--- config.mk ---
export PLATFORM = sky130hd
export DESIGN_NAME = multicycle_ctrl_flat
export DESIGN_NICKNAME = d
export VERILOG_FILES = /design/src/rtl/multicycle_ctrl_if.sv /design/src/rtl/multicycle_ctrl.sv /design/src/flat_wrapper.sv
export SDC_FILE = /design/constraint.sdc
export NUM_CORES = 1
export LEC_CHECK = 0
export CAP_MARGIN = 20
export CORE_MARGIN = 2
export CORE_UTILIZATION = 36
export CTS_CLUSTER_DIAMETER = 30
export DETAILED_ROUTE_END_ITERATION = 8
export PLACE_DENSITY = 0.76
export SETUP_SLACK_MARGIN = 0.05
export SYNTH_ARGS = -nofsm -noshare
export SYNTH_HDL_FRONTEND = slang
export SYNTH_SLANG_ARGS = --single-unit
--- constraint.sdc ---
create_clock -name ctrl_bus_clk -period 2.34 [get_ports ctrl_bus_clk]
set_clock_uncertainty 0.15 [all_clocks]
set_input_delay 0.468 -clock ctrl_bus_clk [delete_from_list [all_inputs] [get_ports ctrl_bus_clk]]
set_output_delay 0.468 -clock ctrl_bus_clk [all_outputs]
set_load 0.005 [all_outputs]
--- src/rtl/multicycle_ctrl_if.sv ---
// Clock/reset bundle shared by the multicycle controller and its environment.
interface ctrl_bus_if;
  logic clk;
  logic reset;

  modport central (
    input clk,
    input reset
  );
endinterface

--- src/rtl/multicycle_ctrl.sv ---
// Moore FSM controller for a multicycle MIPS-subset datapath
// (lw, sw, R-type, beq, addi, j), with per-instruction retire strobe.
module multicycle_ctrl (
  ctrl_bus_if.central ctrl_bus,
  input  logic [5:0] op,
  input  logic [5:0] funct,
  input  logic       zero,
  output logic       i_or_d,
  output logic       ireg_enab,
  output logic       pc_enab,
  output logic       pc_src,
  output logic       alu_srcA,
  output logic [1:0] alu_srcB,
  output logic [2:0] alu_ctrl_sig,
  output logic       reg_dst,
  output logic       mem_to_reg,
  output logic       reg_write,
  output logic       jmp,
  output logic       mem_write,
  output logic [3:0] state,
  output logic       retire,
  output logic       illegal_op
);

  typedef enum logic [3:0] {
    FETCH   = 4'd0,
    DECODE  = 4'd1,
    MEMADR  = 4'd2,
    MEMRD   = 4'd3,
    MEMWB   = 4'd4,
    MEMWR   = 4'd5,
    RTYPEEX = 4'd6,
    RTYPEWB = 4'd7,
    BEQEX   = 4'd8,
    ADDIEX  = 4'd9,
    ADDIWB  = 4'd10,
    JEX     = 4'd11
  } state_t;

  localparam logic [5:0] OP_RTYPE = 6'b000000;
  localparam logic [5:0] OP_LW    = 6'b100011;
  localparam logic [5:0] OP_SW    = 6'b101011;
  localparam logic [5:0] OP_BEQ   = 6'b000100;
  localparam logic [5:0] OP_ADDI  = 6'b001000;
  localparam logic [5:0] OP_J     = 6'b000010;

  state_t state_reg, state_next;
  logic   illegal_reg;
  logic   op_supported;
  logic   pc_write, branch;
  logic   ireg_raw, reg_write_raw, mem_write_raw;

  assign op_supported = (op == OP_RTYPE) || (op == OP_LW) || (op == OP_SW) ||
                        (op == OP_BEQ) || (op == OP_ADDI) || (op == OP_J);

  always_ff @(posedge ctrl_bus.clk) begin
    if (ctrl_bus.reset) begin
      state_reg   <= FETCH;
      illegal_reg <= 1'b0;
    end else begin
      state_reg <= state_next;
      if (state_reg == DECODE && !op_supported)
        illegal_reg <= 1'b1;
    end
  end

  always_comb begin
    state_next = FETCH;
    case (state_reg)
      FETCH:   state_next = DECODE;
      DECODE: begin
        case (op)
          OP_LW, OP_SW: state_next = MEMADR;
          OP_RTYPE:     state_next = RTYPEEX;
          OP_BEQ:       state_next = BEQEX;
          OP_ADDI:      state_next = ADDIEX;
          OP_J:         state_next = JEX;
          default:      state_next = FETCH;
        endcase
      end
      MEMADR:  state_next = (op == OP_LW) ? MEMRD : MEMWR;
      MEMRD:   state_next = MEMWB;
      RTYPEEX: state_next = RTYPEWB;
      ADDIEX:  state_next = ADDIWB;
      default: state_next = FETCH;
    endcase
  end

  always_comb begin
    i_or_d        = 1'b0;
    ireg_raw      = 1'b0;
    pc_write      = 1'b0;
    branch        = 1'b0;
    pc_src        = 1'b0;
    alu_srcA      = 1'b0;
    alu_srcB      = 2'b00;
    alu_ctrl_sig  = 3'b010;
    reg_dst       = 1'b0;
    mem_to_reg    = 1'b0;
    reg_write_raw = 1'b0;
    jmp           = 1'b0;
    mem_write_raw = 1'b0;
    retire        = 1'b0;
    case (state_reg)
      FETCH: begin
        ireg_raw = 1'b1;
        pc_write = 1'b1;
        alu_srcB = 2'b01;
      end
      DECODE: begin
        alu_srcB = 2'b11;
        retire   = !op_supported;
      end
      MEMADR: begin
        alu_srcA = 1'b1;
        alu_srcB = 2'b10;
      end
      MEMRD: i_or_d = 1'b1;
      MEMWB: begin
        mem_to_reg    = 1'b1;
        reg_write_raw = 1'b1;
        retire        = 1'b1;
      end
      MEMWR: begin
        i_or_d        = 1'b1;
        mem_write_raw = 1'b1;
        retire        = 1'b1;
      end
      RTYPEEX: begin
        alu_srcA = 1'b1;
        case (funct)
          6'b100010: alu_ctrl_sig = 3'b110;
          6'b100100: alu_ctrl_sig = 3'b000;
          6'b100101: alu_ctrl_sig = 3'b001;
          6'b101010: alu_ctrl_sig = 3'b111;
          default:   alu_ctrl_sig = 3'b010;
        endcase
      end
      RTYPEWB: begin
        reg_dst       = 1'b1;
        reg_write_raw = 1'b1;
        retire        = 1'b1;
      end
      BEQEX: begin
        alu_srcA     = 1'b1;
        alu_ctrl_sig = 3'b110;
        pc_src       = 1'b1;
        branch       = 1'b1;
        retire       = 1'b1;
      end
      ADDIEX: begin
        alu_srcA = 1'b1;
        alu_srcB = 2'b10;
      end
      ADDIWB: begin
        reg_write_raw = 1'b1;
        retire        = 1'b1;
      end
      JEX: begin
        jmp      = 1'b1;
        pc_write = 1'b1;
        retire   = 1'b1;
      end
      default: ;
    endcase
  end

  // Write strobes are gated by reset so an abandoned instruction never commits.
  assign pc_enab    = (pc_write | (branch & zero)) & ~ctrl_bus.reset;
  assign ireg_enab  = ireg_raw & ~ctrl_bus.reset;
  assign reg_write  = reg_write_raw & ~ctrl_bus.reset;
  assign mem_write  = mem_write_raw & ~ctrl_bus.reset;
  assign state      = state_reg;
  assign illegal_op = illegal_reg;

endmodule

--- src/flat_wrapper.sv ---
// flat-port wrapper written by rule: the top's interface ports become plain ports
module multicycle_ctrl_flat 
  (op, funct, zero, i_or_d, ireg_enab, pc_enab, pc_src, alu_srcA, alu_srcB, alu_ctrl_sig, reg_dst, mem_to_reg, reg_write, jmp, mem_write, state, retire, illegal_op, ctrl_bus_clk, ctrl_bus_reset);
  ctrl_bus_if ctrl_bus_i ();
  input  logic [5:0] op;
  input  logic [5:0] funct;
  input  logic zero;
  output logic i_or_d;
  output logic ireg_enab;
  output logic pc_enab;
  output logic pc_src;
  output logic alu_srcA;
  output logic [1:0] alu_srcB;
  output logic [2:0] alu_ctrl_sig;
  output logic reg_dst;
  output logic mem_to_reg;
  output logic reg_write;
  output logic jmp;
  output logic mem_write;
  output logic [3:0] state;
  output logic retire;
  output logic illegal_op;
  input wire logic [$bits(ctrl_bus_i.clk)-1:0] ctrl_bus_clk;
  input wire logic [$bits(ctrl_bus_i.reset)-1:0] ctrl_bus_reset;
  assign ctrl_bus_i.clk = ctrl_bus_clk;
  assign ctrl_bus_i.reset = ctrl_bus_reset;
  multicycle_ctrl u_core (.ctrl_bus(ctrl_bus_i), .op(op), .funct(funct), .zero(zero), .i_or_d(i_or_d), .ireg_enab(ireg_enab), .pc_enab(pc_enab), .pc_src(pc_src), .alu_srcA(alu_srcA), .alu_srcB(alu_srcB), .alu_ctrl_sig(alu_ctrl_sig), .reg_dst(reg_dst), .mem_to_reg(mem_to_reg), .reg_write(reg_write), .jmp(jmp), .mem_write(mem_write), .state(state), .retire(retire), .illegal_op(illegal_op));
endmodule
==> impl.org <==
** Clocking
- Number of H-tree levels :: 1
- Clock tree synthesis found a total of 5 sinks.
- CTS placed an instance of sky130_fd_sc_hd__clkbuf_4 at the clock tree root.
- The clock reaches the later pin of the worst-skew pair after 0.23 ns.
- Clock edge transition at the registers on the reported setup and hold paths :: 0.04 ns
- After clock tree synthesis, the flow added hold-fix buffers numbering 0.
- TritonCTS built the clock tree.
- Clock tree synthesis inserted a total of 3 buffers.
- No sink is reached through more buffers than the 2 on the longest clock path.

** Logic synthesis
- Counting instances in the post-synthesis netlist gives the leading cell types as sky130_fd_sc_hd__nor2_1 (11), sky130_fd_sc_hd__nor3_1 (8), sky130_fd_sc_hd__a21oi_1 (7).
- Largest family of logic cells by synthesized area :: simple AND/OR/NAND/NOR gates
- Most frequently used flop master after synthesis :: sky130_fd_sc_hd__dfxtp_1
- Warning count from the yosys run :: 0
- Of the total synthesized cell area, the portion taken by full adders, half adders and majority gates is 0%.
- After synthesis, the cell types taking the most area are sky130_fd_sc_hd__dfxtp_1 (17%), sky130_fd_sc_hd__nor2_1 (7.1%), sky130_fd_sc_hd__nor3_1 (6.9%).
- Area leader, netlist :: sky130_fd_sc_hd__dfxtp_1
- Number of distinct library cell variants in the gate-level netlist after synthesis :: 40
- The synthesized design devotes to its leading area cell type 17.2% of total area.
- Complex-gate fraction of the synthesized area :: 30.8%
- Number of storage elements in the synthesis netlist :: 5
- Synth Area in XOR/XNOR :: 4.53%
- For this run, the register share of the synthesized area comes to 17.2%.
- Number of flops mapped to enable cells by yosys :: 0
- Simple-gate share of the synthesized area :: 42.9%
- Synth Instances :: 84
- Nets in the synthesized netlist :: 99
- The mapped netlist covers 581 um^2.
- Each instance of the synthesized netlist takes up on average 6.91 um^2.
- sky130_fd_sc_hd__nor2_1 is the most common cell in the netlist.
- Async set-reset flop share out of synthesis :: 0%
- Proportion of synthesized area in mux cells :: 0%

** Floorplan
- Core Footprint :: 1510 um^2
- The floorplan step defined a die boundary enclosing 1950 um^2.
- The initial utilization of the core area, before any placement, comes to 38.5%.
- Pin placement for this block handled 36 I/O pins.
- DIE WIDTH :: 44.2 um
- Chip Height :: 44.2 um
- The floorplan has 14 rows.

** Worst setup path
- The worst setup path is launched from a register.
- The worst setup path is of the register to output port kind.
- Of all nets on the critical path, the largest fanout is 2.
- Number of cell instances on the worst register-to-register path :: 7
- STA puts the critical path data arrival time at 1.79 ns.
- Worst setup path startpoint :: u_core.state[0]
- The worst register-to-register path begins at u_core.state[2].
- CP Capture Type :: output port
- Data required time at the worst endpoint :: 1.72 ns

** Timing
- At the pin with the least slew margin, the transition time is 0.346 ns.
- F_max :: 416 MHz
- Counting I/O delays and the setup requirement, the final critical path takes 2.41 ns.
- Adding up every negative setup slack in the final design gives -0.0652 ns.
- Final-report setup violation count :: 1
- The count of final max-slew check failures came to 0.
- Final Hold Viols :: 0
- In this run the tightest slew margin relative to its limit is 76.8%.
- Worst-case setup margin in the final layout :: -0.0652 ns
- Worst hold margin :: 0.378 ns
- The final critical path takes up 103% of the cycle.
- Setup repair after global routing could not meet its margin everywhere.

** Global routing
- Vias in the first global route :: 933
- For met3 alone, demand over resource in global routing was 3.67%.
- Global routing finished with a remaining overflow of 0.
- In the global route stage, met2 resource usage came out at 50.6%.
- Wire length of the first global-routing pass :: 3.84 mm
- Overall track demand over capacity in global routing :: 25.6%
- Entering global routing, the biggest net connects 16 pins.
- In this run the most used layer during global routing was met2.
- GR Util met1 :: 25.7%
- Antenna violations before repair :: 0

** Flow run
- Total of max-cap violations :: 0

** Place
- Place WS :: -0.622 ns
- Input and output buffers added on the ports amount to 35.
- In this run, placement finished with an instance count of 148.
- At the end of routability-driven placement, the weighted congestion stood at 0.877.
- Total half-perimeter wirelength after legalization and detailed placement :: 1.66 mm
- Area post-placement :: 1070 um^2

** Final layout
- Area added between synthesis and finish :: 110%
- The final layout contains 158 nets.
- For this run, the number of standard cells in the final layout without fillers is 158.
- Fin area :: 1220 um^2
- N_diodes :: 0
- Of the cells placed in the final design, the portion with a size suffix greater than 1 is 37.3%.
- The register with the most flip-flops in the layout has 4 of them.
- Layout Utilization :: 80.8%

** Power
- Combinational Power Share :: 41.0%
- PD cells :: 259 nW/um^2
- The design draws 0.315 mW.
- Internal power comes to 0.227 mW.
- In this run switching power makes up 28.0% of total power.
- Across the VDD grid, the largest voltage drop is 0.000302 V.
- Seq pwr share :: 29.2%
- Part of the power in the clock network :: 29.7%
- Switching component of the power :: 0.0882 mW
- Lkg Pwr :: 0.561 nW

** Detailed routing
- In this run, the number of DRC markers left after iteration 0 of detailed routing was 14.
- After detailed routing, the number of vias per cell comes to 5.69.
- Detailed routing inserted a total of 899 vias.
- The routed design has 2.29 mm of wire.
- Number of remaining DRC errors :: 0
- The first detailed-routing pass ran for 4 iterations.
- Number of nets with antenna violations after detailed routing :: 0
- In the final routed layout, each cell accounts on average for 14.5 um.

** Worst hold path
- In this run the most critical hold path is launched from u_core.illegal_op.
- Path type of the worst min-delay path :: register to register
- The worst hold path was traced through 2 stages.

** Outcome
- Status :: complete, but fails checks
- Violated checks :: setup timing
[cell type report]
cell class	instances	area, um^2
Fill cell	103	289
Tap cell	16	20.0
Sequential cell	5	105
Timing Repair Buffer	60	523
Inverter	1	7.51
Clock buffer	4	26.3
Multi-Input combinational cell	72	536
[path summary, 6_finish.rpt]
kind / endpoint / slack [ns]
setup reg to reg: u_core.state[1] / 0.88
setup / recovery: alu_ctrl_sig[1] / -0.07
hold reg to reg: u_core.illegal_op / 0.38
hold / removal: u_core.illegal_op / 0.38
[cell usage in the layout (no fill, tap or decap), types with 2 or more instances in the layout]
| cell type | synthesis | routed |
|---|---|---|
| sky130_fd_sc_hd__dlygate4sd2_1 | 0 | 12 |
| sky130_fd_sc_hd__clkbuf_2 | 0 | 2 |
| sky130_fd_sc_hd__buf_4 | 0 | 21 |
| sky130_fd_sc_hd__nor3_1 | 8 | 7 |
| sky130_fd_sc_hd__nor2_1 | 11 | 9 |
| sky130_fd_sc_hd__nand2b_1 | 5 | 2 |
| sky130_fd_sc_hd__xor2_1 | 2 | 2 |
| sky130_fd_sc_hd__clkbuf_4 | 0 | 3 |
| sky130_fd_sc_hd__dlymetal6s2s_1 | 0 | 4 |
| sky130_fd_sc_hd__and3_1 | 2 | 2 |
| sky130_fd_sc_hd__a21oi_1 | 7 | 5 |
| sky130_fd_sc_hd__a21oi_2 | 0 | 2 |
| sky130_fd_sc_hd__nand3_1 | 3 | 3 |
| sky130_fd_sc_hd__o21ai_1 | 2 | 2 |
| sky130_fd_sc_hd__buf_6 | 0 | 4 |
| sky130_fd_sc_hd__buf_2 | 0 | 3 |
| sky130_fd_sc_hd__nand2_1 | 4 | 4 |
| sky130_fd_sc_hd__clkdlybuf4s15_1 | 0 | 3 |
| sky130_fd_sc_hd__nand2b_4 | 0 | 3 |
| sky130_fd_sc_hd__dfxtp_2 | 0 | 4 |
| sky130_fd_sc_hd__clkdlybuf4s50_1 | 0 | 11 |
[power by group through the flow]
stage	combinational, mW	clock [mW]	sequential [mW]
2_1_floorplan	0.0406	0	0.0946
3_3_place_gp	0.118	0	0.0927
3_5_place_dp	0.121	0	0.0927
4_1_cts	0.122	0.101	0.0917
5_1_grt	0.140	0.106	0.0924
6_report	0.129	0.0937	0.0922
[kinds of logic after synthesis]
kind of cell / after synthesis
compound gates: 25
xor+xnor: 3
buf+inv: 7
flops: 5
simple gates: 44
[critical path, cell delays in order (launching register included)]
cell and delay [ns]:
sky130_fd_sc_hd__dfxtp_2 0.31, sky130_fd_sc_hd__nand2b_4 0.14, sky130_fd_sc_hd__or4b_4 0.51, sky130_fd_sc_hd__or4b_1 0.46, sky130_fd_sc_hd__buf_2 0.14
[layer usage]
| metal | vias up | part of all wire (%) |
|---|---|---|
| li1 | 437 | - |
| met1 | 423 | 38 |
| met2 | 35 | 54 |
| met3 | 4 | 6.1 |
| met4 | 0 | 1.7 |
| met5 | - | 0 |
[repair_timing]
action                                 4_1_cts  5_1_grt
pin swaps                                    7        6
setup endpoints to repair                   10        8
buffers inserted                             5        1
resized for setup                           48       17
endpoints found under the hold margin        0        0
Power figures use the tool's default switching activity.
